[src/rtl/chan_router_pkg.sv]
//------------------------------------------------------------------------------
// chan_router_pkg : shared defaults and drop-counter constants for chan_router
// Rev 1.0
//------------------------------------------------------------------------------
`timescale 1ns/1ps
`default_nettype none

package chan_router_pkg;

    localparam int DEF_DATA_W   = 8;
    localparam int DEF_ID_W     = 2;
    localparam int DEF_NUM_CH   = 3;
    localparam int DEF_DEPTH    = 4;

    localparam int DROP_CNT_W   = 8;
    localparam int DROP_CNT_MAX = 255;

endpackage : chan_router_pkg

`default_nettype wire

[src/rtl/chan_fifo.sv]
//------------------------------------------------------------------------------
// chan_fifo : registered single-clock FIFO with occupancy counter, no fall-through
// Rev 1.0
//------------------------------------------------------------------------------
`timescale 1ns/1ps
`default_nettype none

module chan_fifo #(
    parameter int DATA_W = 8,
    parameter int DEPTH  = 4
) (
    input  logic              clk,
    input  logic              rst_n,
    input  logic              i_push,
    input  logic [DATA_W-1:0] i_data,
    output logic              o_full,
    input  logic              i_pop,
    output logic              o_empty,
    output logic [DATA_W-1:0] o_data
);

    localparam int AW = $clog2(DEPTH);
    localparam int CW = AW + 1;
    localparam logic [CW-1:0] c_DEPTH = CW'(DEPTH);

    logic [DATA_W-1:0] r_mem [DEPTH];
    logic [AW-1:0]     r_wr_ptr;
    logic [AW-1:0]     r_rd_ptr;
    logic [CW-1:0]     r_count;

    logic w_full;
    logic w_empty;
    logic w_do_push;
    logic w_do_pop;

    // Full/empty come only from the registered count, so a pop frees space
    // for a push starting the following cycle.
    assign w_full    = (r_count == c_DEPTH);
    assign w_empty   = (r_count == '0);
    assign w_do_push = i_push & ~w_full;
    assign w_do_pop  = i_pop & ~w_empty;

    always_ff @(posedge clk) begin
        if (w_do_push) begin
            r_mem[r_wr_ptr] <= i_data;
        end
    end

    always_ff @(posedge clk or negedge rst_n) begin
        if (!rst_n) begin
            r_wr_ptr <= '0;
            r_rd_ptr <= '0;
            r_count  <= '0;
        end else begin
            if (w_do_push) begin
                r_wr_ptr <= r_wr_ptr + AW'(1);
            end
            if (w_do_pop) begin
                r_rd_ptr <= r_rd_ptr + AW'(1);
            end
            case ({w_do_push, w_do_pop})
                2'b10:   r_count <= r_count + CW'(1);
                2'b01:   r_count <= r_count - CW'(1);
                default: r_count <= r_count;
            endcase
        end
    end

    assign o_full  = w_full;
    assign o_empty = w_empty;
    // Masked when empty so the head reads zero during and after reset.
    assign o_data  = w_empty ? '0 : r_mem[r_rd_ptr];

endmodule : chan_fifo

`default_nettype wire

[src/rtl/chan_router.sv]
//------------------------------------------------------------------------------
// chan_router : routes ingress beats into per-channel FIFOs; drops invalid IDs
// Rev 1.0
//------------------------------------------------------------------------------
`timescale 1ns/1ps
`default_nettype none

module chan_router
    import chan_router_pkg::*;
#(
    parameter int DATA_W = DEF_DATA_W,
    parameter int ID_W   = DEF_ID_W,
    parameter int NUM_CH = DEF_NUM_CH,
    parameter int DEPTH  = DEF_DEPTH
) (
    input  logic                     clk,
    input  logic                     rst_n,
    input  logic [DATA_W-1:0]        in_data,
    input  logic [ID_W-1:0]          in_ch,
    input  logic                     in_valid,
    output logic                     in_ready,
    output logic [NUM_CH*DATA_W-1:0] out_data,
    output logic [NUM_CH-1:0]        out_valid,
    input  logic [NUM_CH-1:0]        out_ready,
    output logic                     drop_pulse,
    output logic [DROP_CNT_W-1:0]    drop_cnt
);

    localparam logic [ID_W:0]         c_NUM_CH   = (ID_W+1)'(NUM_CH);
    localparam logic [DROP_CNT_W-1:0] c_DROP_MAX = DROP_CNT_W'(DROP_CNT_MAX);

    logic              w_id_valid;
    logic              w_sel_full;
    logic              w_drop_acc;
    logic [NUM_CH-1:0] w_push;
    logic [NUM_CH-1:0] w_pop;
    logic [NUM_CH-1:0] w_full;
    logic [NUM_CH-1:0] w_empty;

    logic                  r_drop_pulse;
    logic [DROP_CNT_W-1:0] r_drop_cnt;

    assign w_id_valid = ({1'b0, in_ch} < c_NUM_CH);

    always_comb begin
        w_sel_full = 1'b0;
        for (int k = 0; k < NUM_CH; k++) begin
            if (in_ch == ID_W'(k)) begin
                w_sel_full = w_full[k];
            end
        end
    end

    // Invalid IDs are always accepted so they can be discarded.
    assign in_ready   = w_id_valid ? ~w_sel_full : 1'b1;
    assign w_drop_acc = in_valid & ~w_id_valid;

    for (genvar g_k = 0; g_k < NUM_CH; g_k++) begin : g_ch
        assign w_push[g_k]    = in_valid & w_id_valid & (in_ch == ID_W'(g_k));
        assign w_pop[g_k]     = out_ready[g_k] & ~w_empty[g_k];
        assign out_valid[g_k] = ~w_empty[g_k];

        chan_fifo #(
            .DATA_W (DATA_W),
            .DEPTH  (DEPTH)
        ) u_fifo (
            .clk     (clk),
            .rst_n   (rst_n),
            .i_push  (w_push[g_k]),
            .i_data  (in_data),
            .o_full  (w_full[g_k]),
            .i_pop   (w_pop[g_k]),
            .o_empty (w_empty[g_k]),
            .o_data  (out_data[g_k*DATA_W +: DATA_W])
        );
    end

    always_ff @(posedge clk or negedge rst_n) begin
        if (!rst_n) begin
            r_drop_pulse <= 1'b0;
            r_drop_cnt   <= '0;
        end else begin
            r_drop_pulse <= w_drop_acc;
            if (w_drop_acc && (r_drop_cnt != c_DROP_MAX)) begin
                r_drop_cnt <= r_drop_cnt + DROP_CNT_W'(1);
            end
        end
    end

    assign drop_pulse = r_drop_pulse;
    assign drop_cnt   = r_drop_cnt;

endmodule : chan_router

`default_nettype wire

[config.mk]
export PLATFORM = sky130hd
export DESIGN_NAME = chan_router
export DESIGN_NICKNAME = d
export VERILOG_FILES = /design/src/rtl/chan_router_pkg.sv /design/src/rtl/chan_fifo.sv /design/src/rtl/chan_router.sv
export SDC_FILE = /design/constraint.sdc
export NUM_CORES = 1
export LEC_CHECK = 0
export BUFFER_PORTS_ARGS = -buffer_cell sky130_fd_sc_hd__buf_2
export CAP_MARGIN = 40
export CORE_ASPECT_RATIO = 0.6
export CORE_MARGIN = 2
export CORE_UTILIZATION = 59
export CTS_CLUSTER_DIAMETER = 50
export CTS_CLUSTER_SIZE = 28
export DETAILED_ROUTE_END_ITERATION = 16
export GPL_TIMING_DRIVEN = 0
export PLACE_DENSITY = 0.84
export SLEW_MARGIN = 20
export SYNTH_ARGS = -nofsm -noshare
export SYNTH_HDL_FRONTEND = slang
export SYNTH_SLANG_ARGS = --single-unit
export TNS_END_PERCENT = 100
[constraint.sdc]
create_clock -name clk -period 2.1 [get_ports clk]
set_input_delay 0.21 -clock clk [delete_from_list [all_inputs] [get_ports clk]]
set_output_delay 0.21 -clock clk [all_outputs]
set_load 0.03 [all_outputs]
# [Word level (Yosys, flattened, before mapping)]
# Memories as Yosys holds them, arrays and structs flattened.
# Cells that the tools add are included.
[word_totals] ff_bits=30 ram_bits=96 in_bits=16 out_inout_bits=37 word_cells=86 memories=3
[memory_table] memory="g_ch[0].u_fifo.r_mem" depth=4 width=8 rd=1 rd_clocked_by_memory_dff=0 write_ports=1 line_no="chan_fifo.sv:26" text="logic [DATA_W-1:0] r_mem [DEPTH];"
[memory_table] memory="g_ch[1].u_fifo.r_mem" depth=4 width=8 rd=1 rd_clocked_by_memory_dff=0 write_ports=1 line_no="chan_fifo.sv:26"
[memory_table] memory="g_ch[2].u_fifo.r_mem" depth=4 width=8 rd=1 rd_clocked_by_memory_dff=0 write_ports=1 line_no="chan_fifo.sv:26"
[classes] n_addsub=13 magnitude_cmp=1 n_eq_ne=12 mux=16 n_bitwise=22 reduce_logical=8
[ops] operator="$mux W8" n=3
[ops] operator="$pmux W3 S2" n=3
[ops] operator="$and A1 B1 Y1" n=14
[ops] operator="$add A2 B1 Y2 const B" n=6
[ops] operator="$mux W1" n=10
[ops] operator="$add A3 B1 Y3 const B" n=3
[ops] operator="$eq A3 B3 Y1 const B" n=3
[ops] operator="$logic_not A3 Y1" n=3
[ops] operator="$sub A3 B1 Y3 const B" n=3
[ops] operator="$add A8 B1 Y8 const B" n=1
[ops] operator="$eq A2 B1 Y1 const B" n=4
[ops] operator="$eq A2 B2 Y1 const B" n=4
[ops] operator="$ne A8 B8 Y1 const B" n=1
[ops] operator="$not A1 Y1" n=8
[ops] operator="$reduce_bool A2 Y1" n=3
[ops] operator="$logic_not A2 Y1" n=1
[ops] operator="$lt A2 B2 Y1 const B" n=1
[ops] operator="$logic_and A1 B1 Y1" n=1

# [Longest topological paths before layout]
[logic_depth] word_depth=6 ltp_mapped=9 mapped_depth_nobuf=9

# [Hierarchy]
# A second synthesis with hierarchy kept.
[hier_totals] hier_cells=319 hier_area_um2=5485.3
[by_module_without_submodules] module="chan_fifo" n_inst=3 cells_per_inst=89 area_per_inst_um2=1656.6 seq_area_each_um2=1136.1
[by_module_without_submodules] module="chan_router" n_inst=1 cells_per_inst=52 area_per_inst_um2=515.5 seq_area_each_um2=225.2

# [Worst setup path after synthesis]
# OpenSTA, ideal clock, no wires.
[synth_path] path_type="register -> register" startpoint="reg g_ch[2].u_fifo.r_count[1]" endpoint="reg g_ch[2].u_fifo.r_count[2]" setup_time_ns=0.079 arrival_ns=1.801 required_ns=2.021 path_slack_ns=0.220 stages_incl_launch_ff=10 n_path_buf=0 synth_period_minus_slack_ns=1.880 path_cell_list="dfrtp_1 nor3b_1 nor3_2 inv_1 ha_1 inv_1 fa_1 xor2_1 nor2_1 xor2_1"
[synth_between] elab_chain_len=6 word_cells_on_any_way=13 classes_between="add/sub: 2; eq/ne: 3; mux: 1; bitwise: 5; reduce/logical: 2"
[synth_rtl] element="from (decl)" line_no="chan_fifo.sv:29" text="logic [CW-1:0] r_count;"
[synth_rtl] element="from (signal assigned)" line_no="chan_fifo.sv:62" text="2'b10: r_count <= r_count + CW'(1);"
[synth_rtl] element="from (signal assigned)" line_no="chan_fifo.sv:63" text="2'b01: r_count <= r_count - CW'(1);"
[synth_rtl] element="from (signal assigned)" line_no="chan_fifo.sv:64" text="default: r_count <= r_count;"
[synth_rtl] element="$logic_not A3 Y1" line_no="chan_fifo.sv:39" text="assign w_empty = (r_count == '0);"
[synth_rtl] element="$not A1 Y1" line_no="chan_fifo.sv:41, chan_router.sv:60"
[synth_rtl] element="$and A1 B1 Y1" line_no="chan_router.sv:60" text="assign w_pop[g_k] = out_ready[g_k] & ~w_empty[g_k];"
[synth_rtl] element="$and A1 B1 Y1" line_no="chan_fifo.sv:41" text="assign w_do_pop = i_pop & ~w_empty;"
[synth_rtl] element="$eq A2 B1 Y1 / $eq A2 B2 Y1 (equally long branches)" line_no="chan_fifo.sv:61" text="case ({w_do_push, w_do_pop})"
[synth_rtl] element="$pmux W3 S2 / $reduce_bool A2 Y1 (equally long branches)"
# Parallel ways exist; a longest one is shown, timed or not.
# A chain may end at the register's enable or synchronous reset.

# [Worst setup path after layout]
[layout_path] startpoint="reg g_ch[2].u_fifo.r_count[0]" endpoint="reg g_ch[2].u_fifo.r_count[2]"
[layout_between] elab_chain_len=6 word_cells_on_any_way=13 classes_between="add/sub: 2; eq/ne: 3; mux: 1; bitwise: 5; reduce/logical: 2"
[layout_rtl] element="$logic_not A3 Y1 *" line_no="chan_fifo.sv:39"
[layout_rtl] element="$not A1 Y1 *" line_no="chan_fifo.sv:41, chan_router.sv:60"
[layout_rtl] element="$and A1 B1 Y1" line_no="chan_router.sv:60"
[layout_rtl] element="$and A1 B1 Y1 *" line_no="chan_fifo.sv:41"
[layout_rtl] element="via g_ch[2].u_fifo.w_do_pop" line_no="chan_fifo.sv:34" text="logic w_do_pop;"
[layout_rtl] element="$eq A2 B1 Y1 / $eq A2 B2 Y1 (equally long branches)" line_no="chan_fifo.sv:61"
[layout_rtl] element="$pmux W3 S2 / $reduce_bool A2 Y1 (equally long branches)"
# The timed path passes the listed nets; every way through them passes the cells marked *.

==> results by group <==
Outcome
  – Status: finished clean

Worst setup path
  – Critical Path Start Type: flip-flop
  – Crit Path Max Fanout: 3
  – Reg-to-reg endpoint: g_ch[2].u_fifo.r_count[2]
  – Worst-case reg-to-reg path depth: 9
  – Crit path top cell by count: xor2_1
  – Crit path kind: reg -> reg
  – Worst reg-to-reg setup slack: 3 ps
  – Worst endpoint required time: between 2000 and 2500 ps
  – CP cell instances: buf_4, or3_1, and2_4, ha_2, inv_2, fa_2, xor2_1, nor2_1, xor2_1
  – Endpoint class of the critical path: flip-flop
  – CP peak stage delay: about 430 ps
  – Slowest-stage cell, CP: dfrtp_2
  – CP arrival: 2390 ps
  – Critical R2R Launch: g_ch[2].u_fifo.r_count[0]

Drt
  – First-pass DRT Iterations: 5
  – Post-route met1 wirelength: around 4400 um
  – Drc violations: 0
  – Per-cell routed wire length: 20.1 um
  – Met3 Routed Length: 628 um
  – Via Count: 2,895
  – Vias per cell: between 5 and 6
  – Iteration-0 DRC Markers: roughly 270
  – DRT Wirelength: 10,300 um
  – Routed Antenna Nets: 0
  – Metal2 WL: roughly 5000 um
  – Highest metal layer with signal wires: met4

Power and ir drop
  – Gate power share: a little over a third
  – Leakage power: 2.44 nW
  – Sw Ratio: between 30% and 40%
  – Sequential share of power: 36.3%
  – Pwr per Cell Area: about 1500 mW/mm^2
  – Power share of the clock group: 28.6%
  – Pwr Total: 9.56 mW
  – Total net switching power: about 3.4 mW
  – Cell internal pwr: about 6.2 mW
  – Worst IR drop on VDD: between 0.8 and 0.9 mV

CTS
  – H-tree depth: 4
  – Worst-Skew Late Latency: 410 ps
  – Clk sinks: roughly 130
  – TritonCTS clock tree: yes
  – TritonCTS Buffers: 17
  – Longest Clk Path Bufs: 2
  – CTS root buf: clkbuf_16
  – Register clock-pin slew on the reported worst setup and hold paths: about 50 ps

Synthesis
  – Post-Synthesis Cells: approximately 310
  – Ys flop type: edfxtp_1
  – Syn Nets: around 350
  – Async set-reset flop share out of synthesis: 23.8%
  – Synth Warn #: 0
  – EDFF count, synth: 96
  – Synth Area per Inst: between 15 and 20 um^2
  – Seq/Total Area, Yosys: 67.9%
  – #FFs+latches synth: around 130
  – Synth cell types: 36
  – Post-Syn Area: 0.00536 mm^2

Layout
  – Area occupied by multi-input gates: around 0.0016 mm^2
  – Post-route cell area: between 0.006 and 0.007 mm^2
  – Inserted Diodes: 0
  – Final net count: about 420
  – Reg area: between 0.003 and 0.004 mm^2
  – Fill cells: 505
  – Final core utilization: between 70% and 80%
  – Layout cell share with drive strength beyond 1: 33.6%
  – Area Growth Syn to Fin: 19.8%
  – Non-filler cells, final: slightly above 500

STA
  – Period utilization: 99.9%
  – Worst-Margin Slew: approximately 700 ps
  – Post-layout minimum cycle time: roughly 2100 ps
  – Slew Viols, Final: 0
  – Fmax: about 480 MHz
  – Layout Skew: around 11 ps
  – RSZ-0062 raised after global routing: true
  – Final Setup Violations: 0
  – Slew HR: 52.4%
  – Endpoints failing hold: 0

Place
  – Detail Placement HPWL: approximately 6400 um
  – Port bufs: between 50 and 60
  – Gpl congestion: 0.836
  – Area after DPL: ~0.0058 mm^2
  – Cells after DPL: around 480

Hold path
  – Hold Path Depth: 3
  – Hold Path Origin: out_ready[2]
  – Hold endpoint: g_ch[2].u_fifo.r_rd_ptr[1]
  – Hold Path Class: in -> reg

Die
  – Starting Density: between 60% and 70%
  – Die Ht: 77.8 um
  – # IOs: 53
  – Chip Width: around 130 um
  – Full die area: about 0.0099 mm^2
  – Core area: approximately 0.0087 mm^2
  – Rows: 26

Global routing
  – First-pass GRT wire length: 15,900 um
  – Pin count of the biggest net entering global routing: 31
  – Total grt overflow: 0
  – GRT Util Overall: between 20 and 25%
  – Vias in the first global route: roughly 3,000
  – Initial antenna violation count: 0

Flow run
  – Maxcap violations: 0
==> state kept, by name, indices dropped and copies added, names as in the netlist <==
signal / flops
g_ch.u_fifo.r_wr_ptr: 6
drop_pulse: 1
g_ch.u_fifo.r_count: 9
g_ch.u_fifo.r_mem: 96
drop_cnt: 8
g_ch.u_fifo.r_rd_ptr: 6
==> routing by layer <==
metal / up-vias / track usage [%]
met2: 95 / 35.1
li1: 1311 / -
met5: - / 0
met1: 1465 / 30.3
met3: 24 / 5.52
met4: 0 / 10.5
==> layout make-up <==
cell class | count | share of cell area [%]
Clock inverter | 15 | 2.01
Multi-Input combinational cell | 157 | 25.6
Sequential cell | 126 | 56.7
Clock buffer | 17 | 6.63
Tap cell | 112 | 2.18
Timing Repair Buffer | 58 | 4.80
Buffer | 6 | 0.936
Inverter | 20 | 1.17
==> power groups by stage <==
stage / clock network [mW] / registers [mW] / logic [mW]
finish: 2.73 / 3.47 / 3.36
global route: 2.87 / 3.53 / 3.62
CTS: 2.76 / 3.45 / 3.28
global placement: 0 / 3.34 / 3.20
detailed placement: 0 / 3.36 / 3.31
floorplan: 0 / 3.39 / 2.40
==> critical path: cells and delay by family (launching register included) <==
family | cells | cell delay [ps]
AND/OR/NAND/NOR | 3 | 650
flip-flops | 1 | 430
adder cells (fa/ha/maj) | 2 | 380
XOR/XNOR | 2 | 330
buffers and inverters | 2 | 190
==> kinds of logic (layout without fill, tap and decap cells) <==
family | Yosys count | after routing | share of synthesized area, %
AND/OR/NAND/NOR | 74 | 74 | 8.13
flip-flops | 126 | 126 | 67.9
AO/OA/AOI/OAI | 11 | 11 | 1.78
multiplexers | 33 | 33 | 12.0
adder cells (fa/ha/maj) | 19 | 19 | 4.86
buffers and inverters | 29 | 116 | 2.10
XOR/XNOR | 20 | 20 | 3.27
==> synthesized netlist by cell type (all sizes together), types with 6 or more instances <==
cell / count / area (um^2)
xnor2: 11 / 96.3
edfxtp: 96 / 2880
inv: 20 / 75.1
mux2: 7 / 82.6
ha: 16 / 200
mux4: 24 / 541
nor2: 7 / 26.3
xor2: 9 / 78.8
nand3: 7 / 35.0
clkbuf: 6 / 22.5
nand2: 6 / 22.5
and2: 40 / 250
dfrtp: 30 / 751
==> per-stage QoR <==
step	worst slack (ps)	hold WS [ps]	setup TNS [ps]
5_1_grt	-92.4	97.2	-209
3_5_place_dp	-218	317	-218
4_1_cts	-11.9	84.6	-11.9
2_1_floorplan	220	-85.6	0
6_report	2.99	92.4	0
3_3_place_gp	-180	303	-180
==> worst max-delay path by stage <==
stage | start | depth (start not counted) | slack, ps | to
final | g_ch[2].u_fifo.r_count[0] | 9 | 3 | g_ch[2].u_fifo.r_count[2]
after global routing | g_ch[2].u_fifo.r_count[0] | 9 | -90 | g_ch[2].u_fifo.r_count[2]
after CTS | g_ch[2].u_fifo.r_count[1] | 9 | -10 | g_ch[2].u_fifo.r_count[2]
after detailed placement | g_ch[2].u_fifo.r_count[0] | 9 | -220 | g_ch[2].u_fifo.r_count[2]
after global placement | g_ch[2].u_fifo.r_count[1] | 9 | -180 | g_ch[2].u_fifo.r_count[2]
after floorplan | g_ch[2].u_fifo.r_count[1] | 9 | 220 | g_ch[2].u_fifo.r_count[2]
==> cell usage in the layout, fill, tap and decap left out, drive strengths merged, types with 3 or more instances in the layout <==
cell type and instances:
edfxtp 96, buf 63, and2 40, dfrtp 30, mux4 24, inv 20, clkbuf 17, ha 16
xnor2 11, xor2 9, clkinv 9, nand3 7, mux2 7, nor2 7, nand2 6, clkinvlp 4
or3 3, a21oi 3, fa 3
==> repair_timing <==
action	in CTS	in global routing
pin swaps	0	5
setup buffers	0	5
setup endpoints to repair	26	21
hold buffers	1	0
hold endpoints to repair	30	0
gates resized for setup	8	20
Note: power is estimated with default switching activity, not from simulation.
